[src/rtl/adsr_envelope_gen.sv]
// ADSR envelope generator with built-in VCA: one instance per voice, level stepped by a
// programmable-rate tick, sample scaled by the current level with one cycle of latency.
module adsr_envelope_gen #(
    parameter int unsigned IN_W    = 16,
    parameter int unsigned LVL_W   = 16,
    parameter int unsigned PRESC_W = 16,
    localparam int unsigned OUT_W  = IN_W + 4
) (
    input  logic               clk_i,
    input  logic               rst_ni,
    input  logic               note_on_i,
    input  logic [IN_W-1:0]    sample_in_i,
    input  logic [PRESC_W-1:0] presc_i,
    input  logic [LVL_W-1:0]   attack_step_i,
    input  logic [LVL_W-1:0]   decay_step_i,
    input  logic [LVL_W-1:0]   sustain_level_i,
    input  logic [LVL_W-1:0]   release_step_i,
    output logic [OUT_W-1:0]   sample_out_o,
    output logic [LVL_W-1:0]   env_level_o,
    output logic [2:0]         stage_o,
    output logic               active_o,
    output logic               env_done_o
);

    typedef enum logic [2:0] {
        StIdle    = 3'd0,
        StAttack  = 3'd1,
        StDecay   = 3'd2,
        StSustain = 3'd3,
        StRelease = 3'd4
    } stage_e;

    localparam logic [LVL_W-1:0] LvlMax = '1;

    stage_e               stage_q, stage_d;
    logic [LVL_W-1:0]     level_q, level_d;
    logic [PRESC_W-1:0]   presc_cnt_q, presc_cnt_d;
    logic                 gate_q;
    logic                 env_done_q, env_done_d;
    logic [OUT_W-1:0]     sample_out_q, sample_out_d;

    logic                 rise, fall, tick;
    logic [LVL_W:0]       att_sum, dec_diff, rel_diff;
    logic [IN_W+LVL_W-1:0] product;

    assign rise = note_on_i & ~gate_q;
    assign fall = ~note_on_i & gate_q;
    assign tick = (presc_cnt_q == presc_i);

    // One extra bit catches attack overflow and decay/release underflow.
    assign att_sum  = {1'b0, level_q} + {1'b0, attack_step_i};
    assign dec_diff = {1'b0, level_q} - {1'b0, decay_step_i};
    assign rel_diff = {1'b0, level_q} - {1'b0, release_step_i};

    assign product      = {{LVL_W{1'b0}}, sample_in_i} * {{IN_W{1'b0}}, level_q};
    assign sample_out_d = OUT_W'(product >> (LVL_W - 4));

    always_comb begin
        stage_d    = stage_q;
        level_d    = level_q;
        env_done_d = 1'b0;
        if (rise) begin
            stage_d = StAttack;
        end else if (fall && (stage_q inside {StAttack, StDecay, StSustain})) begin
            stage_d = StRelease;
        end else begin
            case (stage_q)
                StIdle: level_d = '0;
                StAttack: begin
                    if (level_q == LvlMax) begin
                        stage_d = StDecay;
                    end else if (tick) begin
                        if (attack_step_i == '0 || att_sum[LVL_W]) level_d = LvlMax;
                        else                                       level_d = att_sum[LVL_W-1:0];
                    end
                end
                StDecay: begin
                    if (level_q <= sustain_level_i) begin
                        stage_d = StSustain;
                    end else if (tick) begin
                        if (decay_step_i == '0 || dec_diff[LVL_W] ||
                            dec_diff[LVL_W-1:0] < sustain_level_i) begin
                            level_d = sustain_level_i;
                        end else begin
                            level_d = dec_diff[LVL_W-1:0];
                        end
                    end
                end
                StSustain: level_d = sustain_level_i;
                StRelease: begin
                    if (level_q == '0) begin
                        stage_d    = StIdle;
                        env_done_d = 1'b1;
                    end else if (tick) begin
                        if (release_step_i == '0 || rel_diff[LVL_W]) level_d = '0;
                        else                                         level_d = rel_diff[LVL_W-1:0];
                    end
                end
                default: begin
                    stage_d = StIdle;
                    level_d = '0;
                end
            endcase
        end
    end

    // Every edge or stage change restarts the tick period from zero.
    always_comb begin
        presc_cnt_d = presc_cnt_q + 1'b1;
        if (rise || fall || (stage_d != stage_q) || tick) begin
            presc_cnt_d = '0;
        end
    end

    always_ff @(posedge clk_i or negedge rst_ni) begin
        if (!rst_ni) begin
            stage_q      <= StIdle;
            level_q      <= '0;
            presc_cnt_q  <= '0;
            gate_q       <= 1'b0;
            env_done_q   <= 1'b0;
            sample_out_q <= '0;
        end else begin
            stage_q      <= stage_d;
            level_q      <= level_d;
            presc_cnt_q  <= presc_cnt_d;
            gate_q       <= note_on_i;
            env_done_q   <= env_done_d;
            sample_out_q <= sample_out_d;
        end
    end

    assign sample_out_o = sample_out_q;
    assign env_level_o  = level_q;
    assign stage_o      = stage_q;
    assign active_o     = (stage_q != StIdle);
    assign env_done_o   = env_done_q;

endmodule
[config.mk]
export PLATFORM = sky130hd
export DESIGN_NAME = adsr_envelope_gen
export DESIGN_NICKNAME = d
export VERILOG_FILES = /design/src/rtl/adsr_envelope_gen.sv
export SDC_FILE = /design/constraint.sdc
export NUM_CORES = 1
export LEC_CHECK = 0
export CAP_MARGIN = 30
export CELL_PAD_IN_SITES_DETAIL_PLACEMENT = 0
export CELL_PAD_IN_SITES_GLOBAL_PLACEMENT = 2
export CORE_MARGIN = 1
export CORE_UTILIZATION = 40
export CTS_CLUSTER_SIZE = 14
export DETAILED_ROUTE_END_ITERATION = 7
export HOLD_SLACK_MARGIN = 0.12
export PLACE_DENSITY = 0.95
export SLEW_MARGIN = 30
export SYNTH_ARGS = -nofsm -noshare
export SYNTH_HDL_FRONTEND = slang
export SYNTH_SLANG_ARGS = --single-unit
[constraint.sdc]
create_clock -name clk_i -period 19.65 [get_ports clk_i]
set_input_delay 2.9475 -clock clk_i [delete_from_list [all_inputs] [get_ports clk_i]]
set_output_delay 2.9475 -clock clk_i [all_outputs]
set_load 0.03 [all_outputs]
======== Yosys cells after proc, flatten, opt, wreduce, memory -nomap -nowiden ========
Index checks and enable logic that the tools add are counted.
cells by class
  $add $sub $neg .......................... 4
  $mul .................................... 1
  magnitude comparators ................... 2
  equality and inequality tests ........... 13
  multiplexer cells ....................... 21
  bitwise operators ....................... 6
  reductions and logical operators ........ 17
operator list
  kind                                                 number
  2-to-1 mux 16 bit                                    10
  logical NOT 16 bit                                   4
  one-hot mux 16 bit (4 select lines)                  1
  subtractor 16 x 16 -> 17 bit                         2
  multiplier 16 x 16 -> 32 bit                         1
  adder 16 x 16 -> 17 bit                              1
  adder 16 x 1 -> 16 bit, second input constant        1
  equality test 16 bit                                 1
  equality test 16 bit, second input constant          1
  less-or-equal comparator 16 bit                      1
  < comparator 16 bit                                  1
  2-to-1 mux 3 bit                                     5
  inequality test 2 bit, second input constant         6
  one-hot mux 3 bit (4 select lines)                   1
  AND reduction 8 bit                                  1
  logical OR 1 bit                                     7
  equality test 3 x 2 -> 1 bit, second input constant  2
  nonzero test 3 bit                                   2
  2-to-1 mux 1 bit                                     4
  inverter 1 bit                                       4
  equality test 3 x 1 -> 1 bit, second input constant  1
  equality test 3 bit, second input constant           1
  logical NOT 3 bit                                    1
  inequality test 3 bit                                1
  other kinds (3)                                      4
word-level totals
  bits in registers ....................... 57
  output and inout bits ................... 41
  logic and storage cells ................. 70

======== Depth between registers and ports, before layout ========
  depth after elaboration ................. 9
  gate-level depth with buffers ........... 24

======== Least setup slack after synthesis ========
No wires, ideal clock.
  path type ............................... input-to-reg
  start ................................... in sample_in_i[7]
  end ..................................... reg sample_out_q[18] (netlist: sample_out_o[18])
  arrival time ............................ 8333 ps
  required time ........................... 19546 ps
  setup slack ............................. 11213 ps
  cell stages on the path ................. 22
  buffers on the path ..................... 1
  path through ............................ clkbuf_1 -> nand2_1 -> fa_1 -> inv_1 -> fa_1 -> inv_1 -> fa_1 -> inv_1 -> fa_1 -> fa_1 -> inv_1 -> fa_1 -> inv_1 -> ha_1 -> and3_1 -> a31o_2 -> a21oi_1 -> o21ai_0 -> a31oi_1 -> nor4_1 -> or4b_1 -> o311ai_1
on the way
  cells in the longest elaborated chain, start to end .. 1
RTL lines
  item                          RTL line  source
  from (decl)                   12        input logic [IN_W-1:0] sample_in_i,
  multiplier 16 x 16 -> 32 bit  55        assign product = {{LVL_W{1'b0}}, sample_in_i} * {{IN_W{1'b0}}, level_q};
  net product[30]               44        logic [IN_W+LVL_W-1:0] product;
  to (signal assigned)          129       sample_out_q <= sample_out_d;
  to (decl)                     40        logic [OUT_W-1:0] sample_out_q, sample_out_d;
The timed path passes the listed nets, and every way through them passes these cells.
A chain may end at the register's enable or synchronous reset.

======== Final worst setup path ========
  start ................................... in sample_in_i[12]
  end ..................................... reg sample_out_q[18] (netlist: sample_out_o[18])
The elaborated chain is that of the path after synthesis.

==> flow_metrics.py <==
metrics = {
    "setup_path": {
        "slowest_delay_ns": 0.94,
        "crit_path_end_kind": "flip-flop",
        "cp.required_ns": 19.88,
        "critical_path_class": "input pin to flip-flop",
        "r2r-start": "env_level_o[7]$_DFFE_PN0P_",
        "rr_worst_depth": 20,
        "cp.arrival_ns": 9.82,
        "ff2ff_setup_slack_ns": 12.57,
        "crit_chain": "clkdlybuf4s50_1 -> nand2_1 -> fa_1 -> fa_1 -> inv_1 -> fa_1 -> fa_1 -> fa_1 -> inv_1 -> fa_1 -> inv_1 -> ha_1 -> a21o_1 -> a21o_1 -> a2111oi_0 -> o21ai_0 -> a31oi_1 -> nor4_1 -> or4b_1 -> o311ai_1",
        "cp_common_cell": "fa_1",
        "crit_start": "sample_in_i[12]",
        "cp_slowest_cell": "clkdlybuf4s50_1",
        "cp-start-kind": "input pin",
        "crit_fanout": 16,
        "r2r-end": "sample_out_o[18]$_DFF_PN0_",
    },
    "drt": {
        "route.detailed.drc": 0,
        "num_vias": 11900,
        "drtIter0Drc": 710,
        "wl_per_cell_um": 18.6,
        "first_pass_iters": 5,
        "via_per_inst": 5.34,
        "routed_wl_mm": 41.5,
        "ant_nets": 0,
    },
    "clock_network": {
        "clkLatencyLatePin_ns": 0.35,
        "postCtsSetupBuffers": 0,
        "cts_tree": "done",
        "cts_htree_levels": 3,
        "cts_resized": 0,
        "cts_buffer_depth": 2,
        "root_buffer": "clkbuf_16",
        "cts_made_buffers": 9,
        "cts.hold.buffers_added": 0,
        "clkTransAtPathRegs_ns": 0.07,
        "cts_sinks": 57,
    },
    "finish": {
        "n_fill_cell": 3402,
        "nets": 2241,
        "postLayoutCellArea_mm2": 0.0164,
        "syn_to_final_growth_pct": 15.1,
        "drive_gt1_share_pct": 3.11,
    },
    "synth": {
        "yosys.area.top_type": "fa_1",
        "synth-main-ff-cell": "dfrtp_1",
        "yosysMostFrequentCell": "inv_1",
        "seq_area_frac_synth_pct": 10.0,
        "synth_top_area_share_pct": 27.6,
        "synth_common_cells": "inv_1 (310), fa_1 (196), ha_1 (183), nand2_1 (175), and2_1 (125)",
        "yosysWarnings": 0,
        "postSynthAreaPerCell_um2": 8.57,
        "synthCells": 1659,
        "synth.distinct_cells": 71,
        "syn-cell-area_mm2": 0.0142,
        "syn-num-nets": 2137,
        "synth_edf_count": 0,
        "synth-seq-cells": 57,
        "synth.area.top_cells": "fa_1 (28%), ha_1 (16%), dfrtp_1 (10%), inv_1 (8.2%), and2_1 (5.5%)",
        "async_flop_share_pct": 100,
    },
    "die": {
        "start_util_pct": 40.9,
        "die_x_um": 190,
        "core_mm2": 0.0347,
        "ios": 140,
        "die_h_um": 190,
        "core.rowCount": 68,
        "die_area_mm2": 0.0363,
    },
    "worst_hold_path": {
        "hold_path_class": "flip-flop to flip-flop",
        "min_to": "presc_cnt_q[0]$_DFF_PN0_",
        "worstHoldStart": "presc_cnt_q[0]$_DFF_PN0_",
        "whs_path_depth": 1,
    },
    "sta": {
        "setup_ws_ns": 10.07,
        "fin_crit_sh_pct": 48.8,
        "setup_viol": 0,
        "worst_slew_pin_slew_ns": 0.859,
        "finalSetupTns_ns": 0,
        "period_minus_slack_ns": 9.58,
        "grt_setup_unrepaired": "no",
        "finClkSkew_ns": 0.0121,
        "finalHoldViolations": 0,
        "max_freq_mhz": 104,
        "slew_headroom_pct": 42.7,
        "finalMaxSlewViolations": 0,
    },
    "flow_run": {
        "drv_cap": 0,
    },
    "status": {
        "status": "completed",
    },
    "global_route": {
        "grt_pass1_vias": 12400,
        "grt_max_degree": 58,
        "grt_pass1_wl_mm": 67.0,
        "gr-usage-all-layers_pct": 24.0,
        "overflow": 0,
        "antenna_found_initial": 3,
    },
    "placed_design": {
        "place_ws_ns": 9.77,
        "place_hpwl_mm": 33.4,
        "placed_area_mm2": 0.0160,
        "portBuffers": 139,
        "place.gp.congestion": 0.893,
    },
}
worst max-delay path, delay by kind of cell:
kind / cells / cell delay, ns
buffers and inverters: 4 / 1.09
adders and majority gates: 7 / 3.41
and+or+nand+nor: 3 / 0.87
AOI/OAI and AO/OA: 6 / 1.49
registers in the layout, summed over array words and instances (netlist names):
name,flops
gate_q,1
presc_cnt_q,16
sample_out_o,20
env_level_o,16
env_done_o,1
stage_o,3
metal layers:
metal | up-vias | share of wire (%) | track usage [%]
li1 | 5586 | - | -
met1 | 5882 | 45 | 32.3
met2 | 355 | 48 | 40.0
met3 | 63 | 5.2 | 2.94
met4 | 0 | 2.4 | 7.26
met5 | - | 0 | 0
per-stage QoR:
| stage | util (%) | hold WS [ns] | instances |
|---|---|---|---|
| floorplan | - | 0.485 | 1659 |
| global placement | 46.2 | 0.536 | 2207 |
| detailed placement | 46.2 | 0.548 | 2207 |
| CTS | 47.1 | 0.557 | 2223 |
| global route | 47.1 | 0.587 | 2226 |
| finish | 47.1 | 0.565 | 2226 |
worst max path at each step:
stage | end | cells after the start
detailed placement | sample_out_o[18]$_DFF_PN0_ | 20
finish | sample_out_o[18]$_DFF_PN0_ | 20
floorplan | sample_out_o[18]$_DFF_PN0_ | 22
global route | sample_out_o[18]$_DFF_PN0_ | 20
global placement | sample_out_o[18]$_DFF_PN0_ | 20
CTS | sample_out_o[18]$_DFF_PN0_ | 20
cell type report:
class | count | area [um^2] | share of cell area (%)
multi-input cells | 1227 | 11300 | 69.3
repair buffers | 157 | 1520 | 9.30
flip-flops and latches | 57 | 1430 | 8.72
inverters | 311 | 1170 | 7.15
well taps | 455 | 569 | 3.48
clock buffers | 9 | 225 | 1.38
clock inverters | 7 | 103 | 0.627
diodes | 3 | 7.51 | 0.0459
cells by family (layout without fill, tap and decap cells):
| logic type | count (synthesis) | in the layout | share of synthesized area, % |
|---|---|---|---|
| AOI/OAI and AO/OA | 251 | 251 | 12.3 |
| xor gates and xnor gates | 90 | 90 | 5.55 |
| adders and majority gates | 379 | 379 | 43.7 |
| buffers and inverters | 375 | 484 | 10.2 |
| DFF | 57 | 57 | 10.0 |
| muxes | 13 | 13 | 0.995 |
| other | 0 | 3 | 0 |
| and+or+nand+nor | 494 | 494 | 17.2 |
cell usage in the layout (no fill, tap or decap), types with 9 or more instances in the layout:
| master | n |
|---|---|
| and3_1 | 12 |
| clkdlybuf4s50_1 | 138 |
| nor2_1 | 74 |
| ha_1 | 183 |
| o2111ai_1 | 9 |
| a31oi_1 | 13 |
| buf_4 | 18 |
| nand3_1 | 16 |
| o21ai_0 | 39 |
| nand2b_1 | 10 |
| xnor2_1 | 62 |
| inv_1 | 310 |
| and2_1 | 125 |
| dfrtp_1 | 57 |
| a21o_1 | 20 |
| nor3_1 | 17 |
| nand4_1 | 17 |
| a21oi_1 | 69 |
| fa_1 | 196 |
| nor4_1 | 21 |
| xor2_1 | 28 |
| clkbuf_16 | 9 |
| o21a_1 | 17 |
| nand2_1 | 175 |
| a211oi_1 | 10 |
Power is not shown: default switching activity piles up to over one toggle a cycle in this logic, so the estimate is an artifact.
